==> src/rtl/game_sequencer_pkg.sv <==
// game_sequencer_pkg: shared state encoding, turn constants and card helpers
package game_sequencer_pkg;
  typedef enum logic [2:0] {IDLE, DEAL, EVAL, STAND, BUST, SWITCH, FINISH} state_t;
  localparam logic DEALER = 1'b0;
  localparam logic PUNTER = 1'b1;
  localparam logic [4:0] BLACKJACK = 5'd21;
  localparam logic [4:0] ACE_BONUS = 5'd10;
  function automatic logic [4:0] card_rank(input logic [3:0] v);
    return (v > 4'd10) ? 5'd10 : {1'b0, v};
  endfunction
endpackage

==> src/rtl/game_sequencer_hand_accum.sv <==
// hand_accum: hard total, ace flag, saturating card count and effective total of one hand
module hand_accum
  import game_sequencer_pkg::*;
(
  input  logic       clock,
  input  logic       reset,
  input  logic       clear_i,
  input  logic       accept_i,
  input  logic [3:0] value_i,
  output logic [4:0] hard_o,
  output logic [4:0] eff_o,
  output logic [1:0] count_o
);
  logic [4:0] hard_q, hard_d;
  logic       ace_q, ace_d;
  logic [1:0] count_q, count_d;
  // next hand state: clear wins, otherwise add the clamped rank of an accepted card
  always_comb begin
    hard_d  = clear_i ? 5'd0 : accept_i ? hard_q + card_rank(value_i) : hard_q;
    ace_d   = clear_i ? 1'b0 : ace_q | (accept_i && value_i == 4'd1);
    count_d = clear_i ? 2'd0 : (accept_i && count_q != 2'd2) ? count_q + 2'd1 : count_q;
  end
  // hand registers, cleared by the active-low synchronous reset
  always_ff @(posedge clock) begin
    if (!reset) begin
      hard_q  <= 5'd0;
      ace_q   <= 1'b0;
      count_q <= 2'd0;
    end else begin
      hard_q  <= hard_d;
      ace_q   <= ace_d;
      count_q <= count_d;
    end
  end
  assign hard_o  = hard_q;
  assign count_o = count_q;
  assign eff_o   = (ace_q && hard_q <= BLACKJACK - ACE_BONUS) ? hard_q + ACE_BONUS : hard_q;
endmodule

==> src/rtl/game_sequencer.sv <==
// game_sequencer: dealer-then-punter blackjack hand sequencer with registered outputs
module game_sequencer
  import game_sequencer_pkg::*;
#(
  parameter int DEALER_STAND = 17
) (
  input  logic       clock,
  input  logic       reset,
  input  logic       start,
  input  logic       card_valid,
  input  logic [3:0] card_value,
  input  logic       stand_btn,
  output logic       card_req,
  output logic       game_on,
  output logic [4:0] total_value,
  output logic       hold,
  output logic       bust,
  output logic       turn,
  output logic       game_done
);
  state_t     state_q;
  logic       card_req_q, game_on_q, hold_q, bust_q, done_q, turn_q;
  logic       accept, clear, stands;
  logic [4:0] hard, eff;
  logic [1:0] count;
  assign accept = card_req_q && card_valid && card_value != 4'd0;
  assign clear  = (state_q == IDLE && start) || state_q == SWITCH;
  assign stands = (turn_q == DEALER) ? (eff >= 5'(DEALER_STAND))
                                     : (eff == BLACKJACK || stand_btn);
  hand_accum u_hand (
    .clock    (clock),
    .reset    (reset),
    .clear_i  (clear),
    .accept_i (accept),
    .value_i  (card_value),
    .hard_o   (hard),
    .eff_o    (eff),
    .count_o  (count)
  );
  // game FSM; every output is registered alongside the state it belongs to
  always_ff @(posedge clock) begin
    if (!reset) begin
      state_q    <= IDLE;
      card_req_q <= 1'b0;
      game_on_q  <= 1'b0;
      hold_q     <= 1'b0;
      bust_q     <= 1'b0;
      done_q     <= 1'b0;
      turn_q     <= DEALER;
    end else begin
      hold_q <= 1'b0;
      bust_q <= 1'b0;
      done_q <= 1'b0;
      case (state_q)
        IDLE: if (start) begin
          state_q    <= DEAL;
          game_on_q  <= 1'b1;
          turn_q     <= DEALER;
          card_req_q <= 1'b1;
        end
        DEAL: if (accept) begin
          state_q    <= EVAL;
          card_req_q <= 1'b0;
        end
        EVAL: if (count < 2'd2) begin
          state_q    <= DEAL;
          card_req_q <= 1'b1;
        end else if (hard > BLACKJACK) begin
          state_q <= BUST;
          bust_q  <= 1'b1;
        end else if (stands) begin
          state_q <= STAND;
          hold_q  <= 1'b1;
        end else begin
          state_q    <= DEAL;
          card_req_q <= 1'b1;
        end
        STAND, BUST: begin
          state_q <= (turn_q == PUNTER) ? FINISH : SWITCH;
          done_q  <= turn_q == PUNTER;
        end
        SWITCH: begin
          state_q    <= DEAL;
          turn_q     <= PUNTER;
          card_req_q <= 1'b1;
        end
        FINISH: begin
          state_q   <= IDLE;
          game_on_q <= 1'b0;
        end
        default: state_q <= IDLE;
      endcase
    end
  end
  assign card_req    = card_req_q;
  assign game_on     = game_on_q;
  assign hold        = hold_q;
  assign bust        = bust_q;
  assign game_done   = done_q;
  assign turn        = turn_q;
  assign total_value = eff;
endmodule

==> config.mk <==
export PLATFORM = sky130hd
export DESIGN_NAME = game_sequencer
export DESIGN_NICKNAME = d
export VERILOG_FILES = /design/src/rtl/game_sequencer_pkg.sv /design/src/rtl/game_sequencer_hand_accum.sv /design/src/rtl/game_sequencer.sv
export SDC_FILE = /design/constraint.sdc
export NUM_CORES = 1
export LEC_CHECK = 0
export ABC_AREA = 0
export CORE_MARGIN = 3
export CORE_UTILIZATION = 55
export DETAILED_ROUTE_END_ITERATION = 16
export DONT_BUFFER_PORTS = 1
export GPL_ROUTABILITY_DRIVEN = 0
export PLACE_DENSITY_LB_ADDON = 0.25
export RECOVER_POWER = 100
export SLEW_MARGIN = 25
export SYNTH_ARGS = -nofsm -noshare
export SYNTH_HDL_FRONTEND = slang
export SYNTH_HIERARCHICAL = 1
export SYNTH_SLANG_ARGS = --single-unit
export TNS_END_PERCENT = 50
==> constraint.sdc <==
create_clock -name clock -period 1.9 [get_ports clock]
set_input_delay 0.285 -clock clock [delete_from_list [all_inputs] [get_ports clock]]
set_output_delay 0.285 -clock clock [all_outputs]
set_load 0.02 [all_outputs]
# --- Word-level counts from Yosys, hierarchy flattened ---
# Cells that the tools add are included.
op_classes:
  eq_ne: 13
  shift: 0
  mux: 21
  reduce_logical: 22
  n_bitwise: 3
  mul: 0
  order_cmp: 5
  div: 0
  n_addsub: 3
ops:
  columns: ["operator", "n"]
  rows:
  - ["3-bit case mux with 5 select lines", 1]
  - ["3-bit two-way mux", 4]
  - ["3-bit == test (second input constant)", 3]
  - ["1-bit two-way mux", 9]
  - ["2-bit AND reduction", 4]
  - ["4-bit nonzero test", 2]
  - ["3-bit by 2-bit == test with 1-bit output (second input constant)", 2]
  - ["1-bit logical AND", 6]
  - ["3-bit inequality test (second input constant)", 2]
  - ["5-bit by 4-bit adder with 5-bit output (second input constant)", 1]
  - ["5-bit adder", 1]
  - ["5-bit == test (second input constant)", 1]
  - ["5-bit >= comparator (second input constant)", 1]
  - ["5-bit > comparator (second input constant)", 1]
  - ["5-bit by 4-bit less-or-equal comparator with 1-bit output (second input constant)", 1]
  - ["5-bit two-way mux", 1]
  - ["5-bit AND reduction", 1]
  - ["4-bit by 1-bit == test with 1-bit output (second input constant)", 1]
  - ["4-bit > comparator (second input constant)", 1]
  - ["2-bit two-way mux", 2]
  - ["4-bit two-way mux", 1]
  - ["2-bit inequality test (second input constant)", 2]
  - ["1-bit case mux with 2 select lines", 2]
  - ["1-bit case mux with 4 select lines", 1]
  - ["other kinds (12)", 16]
totals:
  romBits: 0
  ramBits: 0
  latchBits: 0
  mem_count: 0
  ff_bits: 17
  inputBits: 9
  out_inout_bits: 11

# --- Logic depth before layout (Yosys ltp) ---
# Gate-level depths: netlist (run 1).
logic_depth:
  ltp_word: 10
  depth_mapped: 9
  mapped_depth_nobuf: 9

# --- Modules after synthesis ---
# The synthesis (run 1) kept the hierarchy.
by_module_without_submodules:
  columns: ["module", "instances", "cells_per_inst", "area_per_inst_um2"]
  rows:
  - ["hand_accum", 1, 70, 635.6]
  - ["game_sequencer", 1, 71, 523.0]

# --- Least setup slack after synthesis (run 1) ---
# No wires, ideal clock.
synth_timing:
  path_type: "flip-flop to flip-flop"
  start: "register u_hand.hard_q[1] (netlist: u_hand/hard_o[1])"
  end: "register state_q[1]"
  setup_slack_ps: -128
  t_required_ps: 1776
  stages_incl_launch_ff: 8
  arrival_time_ps: 1904
  setup_time_ps: 124
  n_path_buf: 0
  period_less_slack_ps: 2028
  path_cell_list: "dfxtp_1 ha_1 or3b_1 a21oi_1 nor2_1 a41oi_1 nand3b_1 a21oi_1"
synth_via:
  elab_chain_cells: 10
  elab_cells_between_ends: 13
  classes_between: "1 x add/sub; 3 x order compare; 1 x eq/ne; 6 x mux; 2 x reduce/logical"
synth_rtl:
  columns: ["item", "line_no", "source"]
  rows:
  - ["start: declaration", "game_sequencer_hand_accum.sv:14", "logic [4:0] hard_q, hard_d;"]
  - ["start signal: assignment", "game_sequencer_hand_accum.sv:30", "hard_q <= hard_d;"]
  - ["5-bit by 4-bit less-or-equal comparator with 1-bit output", "game_sequencer_hand_accum.sv:37", "assign eff_o = (ace_q && hard_q <= BLACKJACK - ACE_BONUS) ? hard_q + ACE_BONUS : hard_q;"]
  - ["1-bit logical AND", "game_sequencer_hand_accum.sv:37", null]
  - ["5-bit two-way mux *", "game_sequencer_hand_accum.sv:37", null]
  - ["via total_value[3]", "game_sequencer.sv:15", "output logic [4:0] total_value,"]
  - ["parallel branches: the longest is 2 deep, another holds 5-bit >= comparator", null, null]
  - ["1-bit two-way mux *", "game_sequencer.sv:28", "assign stands = (turn_q == DEALER) ? (eff >= 5'(DEALER_STAND))"]
  - ["2-bit two-way mux *", "game_sequencer.sv:71", "end else if (stands) begin"]
  - ["3-bit two-way mux *", "game_sequencer.sv:68", "end else if (hard > BLACKJACK) begin"]
  - ["3-bit two-way mux *", "game_sequencer.sv:65", "EVAL: if (count < 2'd2) begin"]
  - ["3-bit case mux with 5 select lines *", "game_sequencer.sv:54", "case (state_q)"]
  - ["end signal: assignment", "game_sequencer.sv:79", "state_q <= (turn_q == PUNTER) ? FINISH : SWITCH;"]
  - ["end: declaration", "game_sequencer.sv:21", "state_t state_q;"]
# Mark *: on every way through the listed nets, which the timed path passes.
# A chain may end at the register's enable or synchronous reset.

# --- Final worst setup path (run 1) ---
layout_timing:
  start: "register u_hand.hard_q[2] (netlist: u_hand/hard_o[2])"
  end: "output total_value[2]"
layout_via:
  elab_chain_cells: 3
  elab_cells_between_ends: 4
  classes_between: "1 x add/sub; 1 x order compare; 1 x mux; 1 x reduce/logical"
layout_rtl:
  columns: ["item", "line_no"]
  rows:
  - ["5-bit by 4-bit less-or-equal comparator with 1-bit output", "game_sequencer_hand_accum.sv:37"]
  - ["1-bit logical AND", "game_sequencer_hand_accum.sv:37"]
  - ["5-bit two-way mux *", "game_sequencer_hand_accum.sv:37"]
  - ["end: declaration", "game_sequencer.sv:15"]
# Every way passes the cells marked *; elsewhere a longest branch is shown, timed or not.

==> results_dict.tcl, run 1 <==
set metrics [dict create \
    total_leakage_power_nw 0.566 \
    grt_overflow_total 0 \
    synth_fp_nets 157 \
    via_count_of_the_first_global_routing_pass 1042 \
    hold_path_class "input port to flop" \
    die_width_um 51.8 \
    cp_required_ps 1620 \
    worstSkewPairLatency_ps 300 \
    routed-via-count 1083 \
    route.detailed.drc 0 \
    max_freq_mhz 513 \
    fin_nets 175 \
    antenna_left 0 \
    synth.yosys.warnings 6 \
    layout.cell_area.non_filler_um2 1400 \
    clock_tree.htree_level_count 1 \
    clock-skew-final_ps 1.38 \
    globalRouteTotalUtil_pct 23.3 \
    syn_to_final_growth_pct 21.6 \
    cp-start-kind "flop" \
    fin_ws_ps -51.1 \
    regToRegStartpoint "u_hand/hard_o[1]$_SDFFE_PP0P_" \
    worstMarginPinSlew_ps 546 \
    clockRootBuffer "sky130_fd_sc_hd__clkbuf_4" \
    postSynthCellCount 140 \
    hold_viol_final 0 \
    std_cell_rows 15 \
    tcrit_tclk_final_pct 103 \
    path_class "flop to output pin" \
    clkTransAtPathRegs_ps 100 \
    avgSynthCellArea_um2 8.22 \
    cts.path.max_buffers 2 \
    fin_crit_ps 1950 \
    number_of_antenna_violations_at_the_first_check_in_global_routing 0 \
    worst-r2r-cell-count 8 \
    route.detailed.wl_per_inst_um 15.7 \
    io_pins 20 \
    grt_first_pass_wirelength_mm 4.69 \
    timing.slew.headroom_pct 63.3 \
    die_area_um2 2680 \
    worst_ir_drop_vdd_v 0.000652 \
    hpwlAfterDp_mm 1.90 \
    insertedDiodeCount 0 \
    post_drt_via_cell_ratio 5.95 \
    dp_worst_setup_slack_ps 1.65 \
    netlist_area_um2 1150 \
    final_max_slew_viol_count 0 \
    detail_route.first_pass.iterations 4 \
    critPathMaxFanout 4 \
    floorplan.initialDensity_pct 62.6 \
    power_per_cell_area_nw_per_um2 742 \
    wl_mm 2.86 \
    violated_checks "setup timing" \
    portBuffers 0 \
    core_area_um2 1840 \
    rsz0062_at_grt "true" \
    r2r-end "state_q[1]$_SDFFE_PN0P_" \
    detailedRoute.firstIterationViolations 30 \
    timing.max_cap.violations 0 \
    die_h_um 51.8 \
    cp-endpoint "total_value[2]" \
    placed_cell_area_um2 1260 \
    cts-buffers-inserted 3 \
    report.final.setup_viol 7 \
    reg2reg_slack_ps -30 \
    grt_start_max_net_pins 14 \
    cp_data_arrival_time_ps 1670 \
    setup.worst_path.end_class "output pin" \
    final.hold.worst_slack_ps 110 \
    run_status "complete, but fails checks" \
    cts_tree "built" \
    fin_tns_setup_ps -203 \
    setup.worst_path.start "u_hand/hard_o[2]$_SDFFE_PP0P_" \
    clock_sink_count 17 \
    post_route_cells_drive_above_1_share_pct 28.0 \
]
-- what timing repair did --
item	in CTS	in global routing
buffers inserted	5	0
resized for setup	14	7
setup endpoints to repair	6	7
pin swaps	5	4
hold buffers	0	0
-- worst min-delay path by stage --
| stage | from | end | slack (ps) | cells past startpoint |
|---|---|---|---|---|
| floorplan | reset | state_q[2]$_SDFFE_PN0P_ | 400 | 1 |
| global placement | reset | game_done$_SDFF_PN0_ | 420 | 2 |
| detailed placement | reset | game_done$_SDFF_PN0_ | 420 | 2 |
| CTS | reset | game_done$_SDFF_PN0_ | 90 | 2 |
| global route | reset | state_q[2]$_SDFFE_PN0P_ | 120 | 1 |
| finish | reset | state_q[2]$_SDFFE_PN0P_ | 110 | 1 |
-- layout make-up --
type / instances / area [µm²]
Multi-Input combinational cell: 111 / 817
Fill cell: 142 / 439
Sequential cell: 17 / 348
Timing Repair Buffer: 18 / 150
Tap cell: 25 / 31.3
Inverter: 7 / 26.3
Clock buffer: 3 / 22.5
Clock inverter: 1 / 5.00
-- flip-flops by register name, summed over array words and instances (netlist names) --
register / cells
hold: 1
u_hand/ace_q: 1
card_req: 1
u_hand/count_o: 2
bust: 1
turn: 1
state_q: 3
game_on: 1
game_done: 1
u_hand/hard_o: 5
-- cell usage in the layout (no fill, tap or decap), types with 4 or more instances in the layout --
| cell type | n |
|---|---|
| sky130_fd_sc_hd__a211oi_1 | 4 |
| sky130_fd_sc_hd__dfxtp_1 | 15 |
| sky130_fd_sc_hd__o21ai_0 | 9 |
| sky130_fd_sc_hd__buf_4 | 14 |
| sky130_fd_sc_hd__ha_1 | 6 |
| sky130_fd_sc_hd__nor2_1 | 17 |
| sky130_fd_sc_hd__inv_1 | 5 |
| sky130_fd_sc_hd__a21oi_1 | 8 |
| sky130_fd_sc_hd__a21o_1 | 4 |
| sky130_fd_sc_hd__nand2_1 | 8 |
| sky130_fd_sc_hd__buf_6 | 4 |
-- power by group --
group,leakage (nW),switching [W],total (W),internal (W)
registers,0.140,0.0000603,0.000454,0.000393
clock network,0.0177,0.000122,0.000200,0.0000785
logic,0.408,0.000203,0.000385,0.000183
total,0.566,0.000385,0.00104,0.000654
-- through the flow --
| stage | total power [W] | instances | util (%) |
|---|---|---|---|
| after floorplan | 0.000715 | 140 | - |
| after global placement | 0.000787 | 173 | 68.4 |
| after detailed placement | 0.000797 | 173 | 68.4 |
| after CTS | 0.00103 | 182 | 74.6 |
| after global routing | 0.00111 | 182 | 76.1 |
| final | 0.00104 | 182 | 76.1 |
-- worst max-delay path, cell delays in order, from the launching register on --
cell and delay [ps]:
sky130_fd_sc_hd__dfxtp_4 380, sky130_fd_sc_hd__inv_2 40, sky130_fd_sc_hd__ha_4 140, sky130_fd_sc_hd__and3b_2 230, sky130_fd_sc_hd__a211o_1 290, sky130_fd_sc_hd__nand2_2 90
sky130_fd_sc_hd__buf_6 100, sky130_fd_sc_hd__buf_6 100
-- per-layer routing --
metal  wire (µm)  track usage, %
met5           0               0
met4          33            7.86
met3         168            4.30
met2        1340            37.9
met1        1320            30.7
Power figures use the tool's default switching activity.
==> run 2, diff against run 1 <==
Settings changed: REMOVE_ABC_BUFFERS set to 1.
==> run 2 against run 1 <==
  * The run still ends with setup timing left
  * Combinational power decreased by 12%
  * Critical endpoint is now total_value[3]
  * Power decreased by 5.6%
  * Core utilization decreased by 4.5 points
  * Clock skew about the same
  * Critical path depth decreased by 2
  * Sequential cell count unchanged
  * Sequential share of layout area increased by 1.6 points
  * Die area unchanged
==> results_dict.tcl, run 2 (synthesis results as in run 1) <==
set metrics [dict create \
    cp_required_ps 1620 \
    worstSkewPairLatency_ps 280 \
    hold_path_class "input port to flop" \
    route.detailed.wl_per_inst_um 15.5 \
    timing.slew.headroom_pct 64.2 \
    cp_data_arrival_time_ps 1650 \
    fin_nets 170 \
    globalRouteTotalUtil_pct 22.3 \
    mostFrequentLayoutCell "sky130_fd_sc_hd__nor2_1" \
    die_width_um 51.8 \
    cp-start-kind "flop" \
    wl_mm 2.75 \
    via_count_of_the_first_global_routing_pass 1012 \
    fin_crit_ps 1930 \
    route.detailed.drc 0 \
    hpwlAfterDp_mm 2.00 \
    cts.path.max_buffers 2 \
    cpLargestDelayFamily "simple AND/OR/NAND/NOR gates" \
    report.final.setup_viol 3 \
    grt_first_pass_wirelength_mm 4.55 \
    cts_tree "built" \
    syn_to_final_growth_pct 14.5 \
    die_h_um 51.8 \
    std_cell_rows 15 \
    tcrit_tclk_final_pct 102 \
    timing.max_cap.violations 0 \
    run_status "complete, but fails checks" \
    grt_start_max_net_pins 14 \
    total_leakage_power_nw 0.517 \
    clock_tree.htree_level_count 1 \
    detailedRoute.firstIterationViolations 23 \
    insertedDiodeCount 0 \
    dp_worst_setup_slack_ps -114 \
    final_core_utilization_pct 71.6 \
    grt_overflow_total 0 \
    core_area_um2 1840 \
    floorplan.initialDensity_pct 62.6 \
    portBuffers 0 \
    clock_sink_count 17 \
    total_buffers_and_inverters_traversed_by_the_critical_path 1 \
    post_drt_via_cell_ratio 6.21 \
    power_per_cell_area_nw_per_um2 744 \
    violated_checks "setup timing" \
    clock-skew-final_ps 1.64 \
    fin_ws_ps -35.0 \
    final_max_slew_viol_count 0 \
    setup.worst_path.end_class "output pin" \
    rsz0062_at_grt "true" \
    fin_tns_setup_ps -56.9 \
    path_class "flop to output pin" \
    routed-via-count 1100 \
    cts-buffers-inserted 3 \
    die_area_um2 2680 \
    antenna_left 0 \
    cpPeakStageDelay_ps 390 \
    crit_path_top_delay_cell "sky130_fd_sc_hd__or3b_4" \
    final-instance-count-excl-fill 177 \
    crit_chain "ha_1 -> or3b_4 -> nor3_2 -> a21oi_2 -> buf_4" \
    final.hold.worst_slack_ps 114 \
    clockRootBuffer "sky130_fd_sc_hd__clkbuf_4" \
    detail_route.first_pass.iterations 4 \
    worst_ir_drop_vdd_v 0.000668 \
    largest_register_ff_count 5 \
    worstMarginPinSlew_ps 531 \
    clkTransAtPathRegs_ps 90 \
    critPathMaxFanout 5 \
    max_freq_mhz 517 \
    placedCellCount 171 \
    number_of_antenna_violations_at_the_first_check_in_global_routing 0 \
    layout.cells.most_common_list "sky130_fd_sc_hd__nor2_1 (17), sky130_fd_sc_hd__dfxtp_1 (15), sky130_fd_sc_hd__a21oi_1 (9), sky130_fd_sc_hd__o21ai_0 (9)" \
    post_route_cells_drive_above_1_share_pct 20.4 \
    hold_viol_final 0 \
    io_pins 20 \
]
[run 2: cell types whose count changed in the layout (fill, tap and decap cells not counted), sizes merged]
cell	delta
buf	-8
clkbuf	+4
clkinv	-1
[run 2: worst paths after layout]
check,startpoint,endpoint,slack [ps],depth (start not counted)
worst max register to register,u_hand/hard_o[1]$_SDFFE_PP0P_,state_q[1]$_SDFFE_PN0P_,-20,8
worst min-delay path,reset,game_done$_SDFF_PN0_,110,2
worst min register to register,u_hand/count_o[0]$_SDFFE_PP0P_,u_hand/count_o[0]$_SDFFE_PP0P_,550,2
worst max-delay path,u_hand/hard_o[1]$_SDFFE_PP0P_,total_value[3],-30,5
[run 2: stage by stage]
stage                     power [W]  cell area (µm²)
after floorplan            0.000694             1120
after global placement     0.000776             1230
after detailed placement   0.000789             1230
after CTS                  0.000985             1300
after global routing        0.00104             1320
final                      0.000981             1320
[run 2: routing by layer]
metal	share of wire (%)	global-route usage, %
met2	47	35.6
met5	0	0
met1	46	29.6
met4	0.77	3.49
met3	6.6	7.45
[run 2: layout make-up]
| cell class | instances | area, µm² |
|---|---|---|
| Clock buffer | 4 | 26.3 |
| Multi-Input combinational cell | 111 | 792 |
| Fill cell | 152 | 522 |
| Sequential cell | 17 | 348 |
| Inverter | 7 | 26.3 |
| Tap cell | 25 | 31.3 |
| Timing Repair Buffer | 13 | 93.8 |
[run 2: worst register-to-register path: stages, from the launching register on]
cell	delay, ps
sky130_fd_sc_hd__dfxtp_4	380
sky130_fd_sc_hd__ha_1	210
sky130_fd_sc_hd__or3b_4	390
sky130_fd_sc_hd__nor3_2	160
sky130_fd_sc_hd__a21oi_2	70
sky130_fd_sc_hd__nor2_2	150
sky130_fd_sc_hd__a41oi_2	140
sky130_fd_sc_hd__nand3b_1	230
sky130_fd_sc_hd__a21oi_1	130
[run 2: timing repair]
action | in CTS | in global routing
setup buffers | 2 | 0
hold buffers | 0 | 0
endpoints found under the setup margin | 7 | 7
gates resized for setup | 9 | 8
pin swaps | 3 | 4
[run 2: power breakdown]
| group | total, W | switching (W) | internal, W |
|---|---|---|---|
| Clock | 0.000188 | 0.000106 | 0.0000816 |
| Combinational | 0.000337 | 0.000189 | 0.000148 |
| Sequential | 0.000455 | 0.0000620 | 0.000393 |
| Total | 0.000981 | 0.000357 | 0.000623 |
==> run 3, diff against run 2 <==
Settings changed: SKIP_LAST_GASP set to 1.
==> run 3 against run 2 <==
  * Wire length increased by 0.33%
  * Power increased by 0.56%
  * First-iteration DRC count increased by 4.3%
  * The run still ends with setup timing left
  * Highest routed layer unchanged
  * Largest power group unchanged
  * Critical path type is now flop to flop
  * Register-to-register slack about the same
  * Non-clock buffer count unchanged
  * Maximum frequency increased by 0.60%
==> results_dict.tcl, run 3 (synthesis results as in run 1) <==
set metrics [dict create \
    wl_mm 2.75 \
    worstMarginPinSlew_ps 552 \
    tcrit_tclk_final_pct 101 \
    grt_start_max_net_pins 14 \
    hold_viol_final 0 \
    total_power_w 0.000986 \
    setup.worst_path.end_class "flop" \
    timing.slew.headroom_pct 62.8 \
    fin_crit_ps 1920 \
    report.final.setup_viol 6 \
    post_drt_via_cell_ratio 6.11 \
    post_route_cells_drive_above_1_share_pct 21.1 \
    cp-start-kind "flop" \
    mostFrequentLayoutCell "sky130_fd_sc_hd__nor2_1" \
    cp_data_arrival_time_ps 2100 \
    worst_ir_drop_vdd_v 0.000670 \
    ctsHoldBuffers 0 \
    insertedDiodeCount 0 \
    io_pins 20 \
    fin_nets 170 \
    worstSkewPairLatency_ps 290 \
    run_status "complete, but fails checks" \
    die_area_um2 2680 \
    route.detailed.drc 0 \
    die_width_um 51.8 \
    largest_register_ff_count 5 \
    cp_required_ps 2080 \
    route.detailed.wl_per_inst_um 15.6 \
    globalRouteTotalUtil_pct 22.3 \
    final.hold.worst_slack_ps 111 \
    syn_to_final_growth_pct 14.2 \
    grt_overflow_total 0 \
    layout.cells.most_common_list "sky130_fd_sc_hd__nor2_1 (17), sky130_fd_sc_hd__dfxtp_1 (15), sky130_fd_sc_hd__buf_4 (10)" \
    crit_chain "inv_2 -> ha_1 -> and3b_2 -> o22ai_2 -> a21o_1 -> mux2_4 -> a41oi_2 -> nand3b_1 -> a21oi_1" \
    antenna_left 0 \
    routed-via-count 1081 \
    grt_first_pass_wirelength_mm 4.55 \
    number_of_antenna_violations_at_the_first_check_in_global_routing 0 \
    violated_checks "setup timing" \
    path_class "flop to flop" \
    core_area_um2 1840 \
    std_cell_rows 15 \
    detail_route.first_pass.iterations 4 \
    cts-buffers-inserted 3 \
    clock_tree.htree_level_count 1 \
    cts_tree "built" \
    power_per_cell_area_nw_per_um2 750 \
    rsz0062_at_grt "true" \
    cpPeakStageDelay_ps 370 \
    hpwlAfterDp_mm 2.00 \
    total_leakage_power_nw 0.527 \
    die_h_um 51.8 \
    detailedRoute.firstIterationViolations 24 \
    final_max_slew_viol_count 0 \
    critPathMaxFanout 5 \
    clkTransAtPathRegs_ps 90 \
    portBuffers 0 \
    clock-skew-final_ps 3.08 \
    clockRootBuffer "sky130_fd_sc_hd__clkbuf_4" \
    fin_ws_ps -23.4 \
    timing.max_cap.violations 0 \
    cts.path.max_buffers 2 \
    clock_sink_count 17 \
    via_count_of_the_first_global_routing_pass 1010 \
    crit_path_top_delay_cell "sky130_fd_sc_hd__dfxtp_4" \
    floorplan.initialDensity_pct 62.6 \
    hold_path_class "input port to flop" \
    max_freq_mhz 520 \
]
## run 3: cell types whose count changed in the layout (fill, tap and decap cells not counted), sizes merged
| cell | before | now |
|---|---|---|
| buf | 10 | 12 |
| clkbuf | 7 | 5 |
## run 3: timing repair
action	in CTS	in global routing
buffers inserted	2	0
pin swaps	2	7
resized for setup	9	6
endpoints found under the setup margin	7	7
cloned	0	0
## run 3: worst max-delay path: cells and delay by family (launching register included)
family | cells | cell delay, ps
AO/OA/AOI/OAI | 4 | 590
AND/OR/NAND/NOR | 2 | 410
flip-flops | 1 | 370
multiplexers | 1 | 290
adder cells (fa/ha/maj) | 1 | 120
buffers and inverters | 1 | 50
## run 3: stage by stage
step                      cell area, µm²  setup TNS, ps  worst slack, ps  utilization [%]  cells
after detailed placement            1230           -293             -114             66.9    171
after CTS                           1300          -9.50            -9.50             70.7    177
after floorplan                     1120           -307             -128                -    135
after global routing                1320           -415            -76.6             71.5    177
after global placement              1230              0             47.8             66.9    171
final                               1320          -79.0            -23.4             71.5    177
## run 3: worst paths after layout
kind                                  startpoint  depth (start not counted)                             end  slack, ps
setup / recovery   u_hand/hard_o[2]$_SDFFE_PP0P_                          9         state_q[1]$_SDFFE_PN0P_        -20
hold / removal                             reset                          2            game_done$_SDFF_PN0_        110
setup reg to reg   u_hand/hard_o[2]$_SDFFE_PP0P_                          9         state_q[1]$_SDFFE_PN0P_        -20
hold reg to reg   u_hand/count_o[0]$_SDFFE_PP0P_                          2  u_hand/count_o[0]$_SDFFE_PP0P_        550
## run 3: layout make-up
| class | count | area, µm² |
|---|---|---|
| Fill cell | 155 | 524 |
| Tap cell | 25 | 31.3 |
| Clock buffer | 4 | 26.3 |
| Inverter | 7 | 26.3 |
| Timing Repair Buffer | 13 | 101 |
| Sequential cell | 17 | 345 |
| Multi-Input combinational cell | 111 | 785 |
## run 3: power breakdown
| group | total [W] | internal (W) | switching [W] |
|---|---|---|---|
| registers | 0.000454 | 0.000394 | 0.0000605 |
| logic | 0.000343 | 0.000152 | 0.000191 |
| clock network | 0.000189 | 0.0000816 | 0.000108 |
## run 3: per-layer routing
metal  vias to the layer above  wire length [µm]  track usage, %
met5                         -                 0               0
met4                         0                11            3.49
met3                         2               197            7.45
met2                        35              1280            35.6
met1                       514              1260            29.6
li1                        530                 -               -
